**src/rtl/uart_pkg.sv**
```systemverilog
`default_nettype none
// ---- uart_pkg : line-state encoding, option bit indices and defaults shared by UART TX/RX ----
// ---- rev 1.0 ----
package uart_pkg;

   typedef enum logic [2:0] {
      IDLE   = 3'd0,
      START  = 3'd1,
      DATA   = 3'd2,
      PARITY = 3'd3,
      STOP   = 3'd4
   } uart_state_t;

   localparam int OPT_PAR_EN   = 7;
   localparam int OPT_PAR_ODD  = 6;
   localparam int OPT_TWO_STOP = 5;

   localparam int DEF_CLK_FREQ = 50000000;
   localparam int DEF_BAUD     = 9600;

   // Even parity is the XOR of the data bits; odd parity inverts it.
   function automatic logic parity_bit(input logic [7:0] data, input logic odd);
      return (^data) ^ odd;
   endfunction

endpackage
`default_nettype wire

```
**src/rtl/uart_baud_gen.sv**
```systemverilog
`default_nettype none
// ---- uart_baud_gen : bit-period counter, one-cycle tick on the last cycle of each bit ----
// ---- rev 1.0 ----
module uart_baud_gen #(
   parameter int CLKS_PER_BIT = 16
) (
   input  logic sys_clk,
   input  logic reset,
   input  logic enable,
   output logic bit_tick
);

   localparam int CNT_W = (CLKS_PER_BIT > 1) ? $clog2(CLKS_PER_BIT) : 1;
   localparam logic [CNT_W-1:0] C_LAST = CNT_W'(CLKS_PER_BIT - 1);

   logic [CNT_W-1:0] r_cnt;

   always_ff @(posedge sys_clk) begin
      if (reset || !enable) begin
         r_cnt <= '0;
      end else if (r_cnt == C_LAST) begin
         r_cnt <= '0;
      end else begin
         r_cnt <= r_cnt + 1'b1;
      end
   end

   assign bit_tick = enable && (r_cnt == C_LAST);

endmodule
`default_nettype wire

```
**src/rtl/uart_tx.sv**
```systemverilog
`default_nettype none
// ---- uart_tx : 8-bit UART transmitter, optional even/odd parity, 1 or 2 stop bits ----
// ---- rev 1.0 ----
module uart_tx
   import uart_pkg::*;
#(
   parameter int CLK_FREQ     = DEF_CLK_FREQ,
   parameter int BAUD         = DEF_BAUD,
   parameter int CLKS_PER_BIT = CLK_FREQ / BAUD
) (
   input  logic       sys_clk,
   input  logic       reset,
   input  logic [7:0] usr_options,
   input  logic [7:0] data_out_nios,
   input  logic       tx_start,
   output logic       serial_out,
   output logic       tx_busy,
   output logic       tx_done
);

   uart_state_t r_state;
   logic [7:0]  r_data;
   logic        r_par_en;
   logic        r_par_odd;
   logic        r_two_stop;
   logic [2:0]  r_bit_idx;
   logic        r_stop_idx;
   logic        r_serial;
   logic        r_busy;
   logic        r_done;

   logic        w_tick;
   logic        w_baud_en;
   logic        w_unused_opts;

   assign w_baud_en     = (r_state != IDLE);
   assign w_unused_opts = ^usr_options[4:0];

   uart_baud_gen #(
      .CLKS_PER_BIT (CLKS_PER_BIT)
   ) u_baud (
      .sys_clk  (sys_clk),
      .reset    (reset),
      .enable   (w_baud_en),
      .bit_tick (w_tick)
   );

   // Line level is driven from the same edge that changes state, so serial_out is glitch-free.
   always_ff @(posedge sys_clk) begin
      if (reset) begin
         r_state    <= IDLE;
         r_data     <= '0;
         r_par_en   <= 1'b0;
         r_par_odd  <= 1'b0;
         r_two_stop <= 1'b0;
         r_bit_idx  <= '0;
         r_stop_idx <= 1'b0;
         r_serial   <= 1'b1;
         r_busy     <= 1'b0;
         r_done     <= 1'b0;
      end else begin
         r_done <= 1'b0;
         case (r_state)
            IDLE: begin
               r_serial <= 1'b1;
               r_busy   <= 1'b0;
               if (tx_start) begin
                  r_data     <= data_out_nios;
                  r_par_en   <= usr_options[OPT_PAR_EN];
                  r_par_odd  <= usr_options[OPT_PAR_ODD];
                  r_two_stop <= usr_options[OPT_TWO_STOP];
                  r_state    <= START;
                  r_serial   <= 1'b0;
                  r_busy     <= 1'b1;
               end
            end
            START: begin
               if (w_tick) begin
                  r_state   <= DATA;
                  r_bit_idx <= '0;
                  r_serial  <= r_data[0];
               end
            end
            DATA: begin
               if (w_tick) begin
                  if (r_bit_idx == 3'd7) begin
                     r_bit_idx <= '0;
                     if (r_par_en) begin
                        r_state  <= PARITY;
                        r_serial <= parity_bit(r_data, r_par_odd);
                     end else begin
                        r_state    <= STOP;
                        r_stop_idx <= 1'b0;
                        r_serial   <= 1'b1;
                     end
                  end else begin
                     r_bit_idx <= r_bit_idx + 3'd1;
                     r_serial  <= r_data[r_bit_idx + 3'd1];
                  end
               end
            end
            PARITY: begin
               if (w_tick) begin
                  r_state    <= STOP;
                  r_stop_idx <= 1'b0;
                  r_serial   <= 1'b1;
               end
            end
            STOP: begin
               if (w_tick) begin
                  if (r_two_stop && !r_stop_idx) begin
                     r_stop_idx <= 1'b1;
                  end else begin
                     r_stop_idx <= 1'b0;
                     r_state    <= IDLE;
                     r_busy     <= 1'b0;
                     r_done     <= 1'b1;
                  end
               end
            end
            default: begin
               r_state  <= IDLE;
               r_serial <= 1'b1;
               r_busy   <= 1'b0;
            end
         endcase
      end
   end

   assign serial_out = r_serial;
   assign tx_busy    = r_busy;
   assign tx_done    = r_done;

endmodule
`default_nettype wire

```
**config.mk**
```make
export PLATFORM = sky130hd
export DESIGN_NAME = uart_tx
export DESIGN_NICKNAME = d
export VERILOG_FILES = /design/src/rtl/uart_pkg.sv /design/src/rtl/uart_baud_gen.sv /design/src/rtl/uart_tx.sv
export SDC_FILE = /design/constraint.sdc
export NUM_CORES = 1
export LEC_CHECK = 0
export BUFFER_PORTS_ARGS = -buffer_cell sky130_fd_sc_hd__buf_2
export CORE_AREA = 2 2 64 66
export CTS_CLUSTER_SIZE = 40
export DETAILED_ROUTE_END_ITERATION = 10
export DIE_AREA = 0 0 66 68
export PLACE_DENSITY_LB_ADDON = 0.05
export SYNTH_ARGS = -nofsm -noshare
export SYNTH_HDL_FRONTEND = slang
export SYNTH_SLANG_ARGS = --single-unit
```
**constraint.sdc**
```tcl
create_clock -name sys_clk -period 4.2 [get_ports sys_clk]
set_input_delay 0.84 -clock sys_clk [delete_from_list [all_inputs] [get_ports sys_clk]]
set_output_delay 0.84 -clock sys_clk [all_outputs]
set_load 0.05 [all_outputs]
```
; After elaboration in Yosys (flattened, before gate mapping)
; Cells that the tools add are included.
[word_totals]
ff_bits = 34
in_bits = 19
output_inout_bits = 3
elab_cells = 85
[classes]
add_sub_neg = 2
order_cmp = 1
n_eq_ne = 14
muxes = 34
bitwise = 4
reduce_logical = 19
[ops]
columns = op, n
row1 = $mux W3, 11
row2 = $mux W1, 17
row3 = $pmux W3 S5, 1
row4 = $add A13 B1 Y13 const B, 1
row5 = $eq A13 B13 Y1 const B, 1
row6 = $ne A2 B1 Y1 const B, 4
row7 = $ne A2 B2 Y1 const B, 4
row8 = $reduce_xor A8 Y1, 1
row9 = $reduce_and A7 Y1, 1
row10 = $eq A3 B2 Y1 const B, 2
row11 = $eq A3 B3 Y1 const B, 2
row12 = $pmux W1 S3, 2
row13 = $pmux W3 S2, 1
row14 = $reduce_and A3 Y1, 2
row15 = $reduce_and A6 Y1, 1
row16 = $reduce_bool A3 Y1, 2
row17 = $reduce_or A3 Y1, 2
row18 = $pmux W1 S5, 1
row19 = $lt A3 B4 Y1 const B, 1
row20 = $reduce_and A4 Y1, 1
row21 = $add A3 B1 Y3 const B, 1
row22 = $bmux W1 S3, 1
row23 = $eq A3 B1 Y1 const B, 1
row24 = $logic_not A3 Y1, 1
row25 = other kinds (8), 12

; Depth between registers and ports, before layout
[logic_depth]
word_depth = 6
ltp_mapped = 7
ltp_nobuf = 7

; Hierarchy
; From an unflattened synthesis, not the netlist that was laid out.
[unflattened]
hier_cells = 198
hier_area_um2 = 1836.8
[by_module_without_submodules]
columns = mod, n_inst, cells_per_inst, area_each_um2, seq_area_each_um2
row1 = uart_tx, 1, 126, 1111.1, 420.4
row2 = uart_baud_gen, 1, 72, 725.7, 260.2

; Worst setup path after synthesis
; Ideal clock, no wire load.
[synth_path]
path_type = reg2reg
startpoint = register r_bit_idx[0]
endpoint = register r_serial (netlist: serial_out)
setup_ns = 0.122
arrival_time_ns = 1.900
required_ns = 4.078
path_slack_ns = 2.179
stages_incl_launch_ff = 8
n_path_buf = 0
synth_period_minus_slack_ns = 2.021
path_cell_list = dfxtp_1 > ha_1 > ha_1 > mux4_2 > nor2b_1 > o31ai_1 > a31oi_1 > o32a_1
[synth_between]
elab_chain_cells = 6
elab_cells_between_ends = 7
classes_between = add/sub (1) / eq/ne (1) / mux (5)
[synth_rtl]
columns = item, line_no
row1 = from (decl), uart_tx.sv:26  ; logic [2:0] r_bit_idx;
row2 = from (signal assigned), uart_tx.sv:97  ; r_bit_idx <= r_bit_idx + 3'd1;
row3 = $add A3 B1 Y3, uart_tx.sv:98  ; r_serial <= r_data[r_bit_idx + 3'd1];
row4 = $bmux W1 S3, uart_tx.sv:98
row5 = $mux W1 (implied by the code), uart_tx.sv:98
row6 = $mux W1 (*), uart_tx.sv:86  ; if (r_bit_idx == 3'd7) begin
row7 = $mux W1 (*), uart_tx.sv:85  ; if (w_tick) begin
row8 = $pmux W1 S5 (*), uart_tx.sv:63  ; case (r_state)
row9 = to (signal assigned), uart_tx.sv:81  ; r_serial <= r_data[0];
row10 = to (signal assigned), uart_tx.sv:90  ; r_serial <= parity_bit(r_data, r_par_odd);
row11 = to (signal assigned), uart_tx.sv:98
row12 = to (decl), uart_tx.sv:28  ; logic r_serial;
; Mark *: on every way between the ends. The rest lies on a longest branch, timed or not. The select of a mux whose other input is x is not followed.
; A chain may end at the register's enable or synchronous reset.

; Final worst setup path
; Same ends and word-level chain as after synthesis.

==> flow_summary.toml <==
[drt]
vias_per_cell = 5.10
dr.max_layer_used = "met4"
wire_per_inst_um = 12.6
vias = 1311
drtIter0Drc = 74
drt-total-wl_mm = 3.25
ant_nets = 0
wl_met3_um = 96
post-route-drc-count = 0
wl_met2_mm = 1.60
drtPass1Iterations = 4
wl_met1_mm = 1.50

[logic_synthesis]
async_flop_share = 0
synth_edf_count = 0
ys_types = 44
synth_area_per_cell_um2 = 8.61
yosys_most_used_dff = "dfxtp_1"
synthCells = 192
synth_top_cell_by_area = "dfxtp_1"
post-synth-top-area-fraction = 0.412
ys_ff_latch = 34
syn_area_um2 = 1650
synth-seq-area-share = 0.412
yosysWarnings = 0
synth_fp_nets = 214
synth.area.top_cells = "dfxtp_1 41%, nand2_1 6.8%, nor2_1 5.9%"

[sta]
rsz0062_at_grt = "no"
hold_slack_ns = 0.451
tightest_slew_ns = 0.447
drv_slew = 0
fin_crit_sh = 0.527
setup_ws_ns = 1.99
period_needed_ns = 2.21
fmax_ghz = 0.452
fin_worst_skew_ns = 0.00915
finalSetupViolations = 0
slew-limit-headroom = 0.701
tns_ns = 0
hold_violations = 0

[layout]
final_nets = 228
fill_cells = 401
final_util = 0.474
diodes = 0
regArea_um2 = 681
drive_gt1_frac = 0.150
multi_input_area_um2 = 901
area_growth_pct = 10.5

[cts]
cts_sinks = 34
cts_root_buf = "clkbuf_8"
cts_tree = "yes"
htree_levels = 2
hold_buffers = 0
postCtsSetupBuffers = 0
clkLatencyLatePin_ns = 0.29
clkTransAtPathRegs_ns = 0.07
clockBufferDepth = 2
cts-buffers-inserted = 5
cts_resized = 0

[power_and_ir_drop]
leakagePower_nw = 0.671
pwr-share-seq = 0.525
intPower_mw = 0.491
ir_worst_vdd_mv = 0.165
p_total_mw = 0.648
switchingPower_mw = 0.157
clock_power_share = 0.383
sw_frac_of_total = 0.242
power_frac_comb = 0.092
p_per_area_nw_per_um2 = 355

[critical_path]
reg2reg_to = "serial_out$_SDFFE_PP1P_"
path_class = "flip-flop to flip-flop"
cp-start-kind = "flip-flop"
crit_start = "r_bit_idx[0]$_SDFFE_PP0P_"
critPathCapture = "serial_out$_SDFFE_PP1P_"
worstPathArrival_ns = 2.39
r2r_slack_ns = 1.99
crit_fanout = 6
end_kind = "flip-flop"
reg2reg_from = "r_bit_idx[0]$_SDFFE_PP0P_"
crit_required_ns = 4.37
r2r_cells = 7

[die]
ios = 22
die_x_um = 66
initial_core_util = 0.429
die_area_um2 = 4490
rows = 23
dieHeight_um = 68
coreArea_um2 = 3860

[place]
port_buffers = 16
post-dp-hpwl_mm = 2.38
post-place-ws_ns = 2.00
gp_congestion = 0.755

[global_route]
antenna_found_initial = 0
grt_usage = 0.165
grt_pass1_vias = 1307
grt_pass1_wl_mm = 5.66
gr-total-overflow = 0
grt_max_degree = 24

[job]
cap_violations = 0

[status]
status = "complete, no violations"

[hold_path]
hp-class = "flip-flop to flip-flop"
==> critical path: stages, from the launching register on <==
cell and delay [ns]:
dfxtp_1 0.39, ha_1 0.23, ha_1 0.35, mux4_2 0.50
nor2b_1 0.15, o31ai_1 0.23, a31oi_1 0.09, o32a_1 0.17
==> layer usage <==
layer  up-vias  global-route usage
li1        688                   -
met1       601               0.187
met2        15               0.298
met3         7              0.0395
met4         0              0.0689
met5         -                   0
==> Yosys cell counts (2+ instances only) <==
cell type   n
a21boi_0    2
xor2_1      7
nand2b_1    3
and2_1      2
clkbuf_1    5
nand4_1     4
buf_6       2
mux2i_1     2
ha_1        3
or2b_2      2
a21oi_1    17
inv_1       3
dfxtp_1    34
nand3_1     4
o21ai_0     3
nor2_1     26
nor3_1      6
nand2_1    30
xnor2_1    11
nor2b_1     2
==> through the flow <==
stage	cells	cell area [µm²]
6_report	257	1830
5_1_grt	257	1830
4_1_cts	257	1830
3_5_place_dp	249	1740
3_3_place_gp	249	1740
2_1_floorplan	192	1650
==> state kept, by name, indices dropped and copies added, names as in the netlist <==
signal	count
tx_done	1
r_bit_idx	3
r_stop_idx	1
serial_out	1
r_par_odd	1
r_state	3
r_data	8
r_par_en	1
r_two_stop	1
tx_busy	1
u_baud.r_cnt	13
==> cell usage in the layout (no fill, tap or decap), types with 2 or more instances in the layout <==
cell type | netlist | routed
nand3_1 | 4 | 4
xor2_1 | 7 | 7
nor2_1 | 26 | 26
mux2i_1 | 2 | 2
inv_1 | 3 | 3
nand4_1 | 4 | 4
nand2_1 | 30 | 30
buf_2 | 1 | 16
or2b_2 | 2 | 2
ha_1 | 3 | 3
clkbuf_8 | 1 | 6
and2_1 | 2 | 2
nor2b_1 | 2 | 2
a21oi_1 | 17 | 17
nand2b_1 | 3 | 3
nor3_1 | 6 | 6
xnor2_1 | 11 | 11
o21ai_0 | 3 | 3
dfxtp_1 | 34 | 34
a21boi_0 | 2 | 2
==> worst min-delay path by stage <==
| stage | start | endpoint | slack [ns] | depth (start not counted) |
|---|---|---|---|---|
| floorplan | u_baud.r_cnt[0]$_SDFF_PP0_ | u_baud.r_cnt[0]$_SDFF_PP0_ | 0.42 | 1 |
| global route | r_two_stop$_SDFFE_PP0P_ | r_two_stop$_SDFFE_PP0P_ | 0.51 | 2 |
| detailed placement | u_baud.r_cnt[0]$_SDFF_PP0_ | u_baud.r_cnt[0]$_SDFF_PP0_ | 0.44 | 1 |
| global placement | u_baud.r_cnt[0]$_SDFF_PP0_ | u_baud.r_cnt[0]$_SDFF_PP0_ | 0.43 | 1 |
| finish | u_baud.r_cnt[0]$_SDFF_PP0_ | u_baud.r_cnt[0]$_SDFF_PP0_ | 0.45 | 1 |
| CTS | u_baud.r_cnt[0]$_SDFF_PP0_ | u_baud.r_cnt[0]$_SDFF_PP0_ | 0.45 | 1 |
==> cell families after synthesis <==
logic type / count (synthesis) / synth area share
AOI/OAI and AO/OA: 32 / 0.120
xor gates and xnor gates: 19 / 0.109
adders and majority gates: 3 / 0.0227
buffers and inverters: 12 / 0.0431
DFF: 34 / 0.412
muxes: 3 / 0.0257
and+or+nand+nor: 89 / 0.268
==> power groups by stage <==
stage | Clock, mW | Sequential [mW] | Combinational (mW)
2_1_floorplan | 0 | 0.350 | 0.0429
3_3_place_gp | 0 | 0.347 | 0.0592
3_5_place_dp | 0 | 0.347 | 0.0603
4_1_cts | 0.257 | 0.340 | 0.0605
5_1_grt | 0.271 | 0.341 | 0.0663
6_report | 0.248 | 0.340 | 0.0597
==> final cells by class <==
class,count,area share
timing repair buffer,16,0.0438
clock buffer,7,0.0473
multi-input combinational,146,0.493
clock inverter,1,0.00274
inverter,3,0.00616
sequential,34,0.373
tap,50,0.0342
Note: power is estimated with default switching activity, not from simulation.
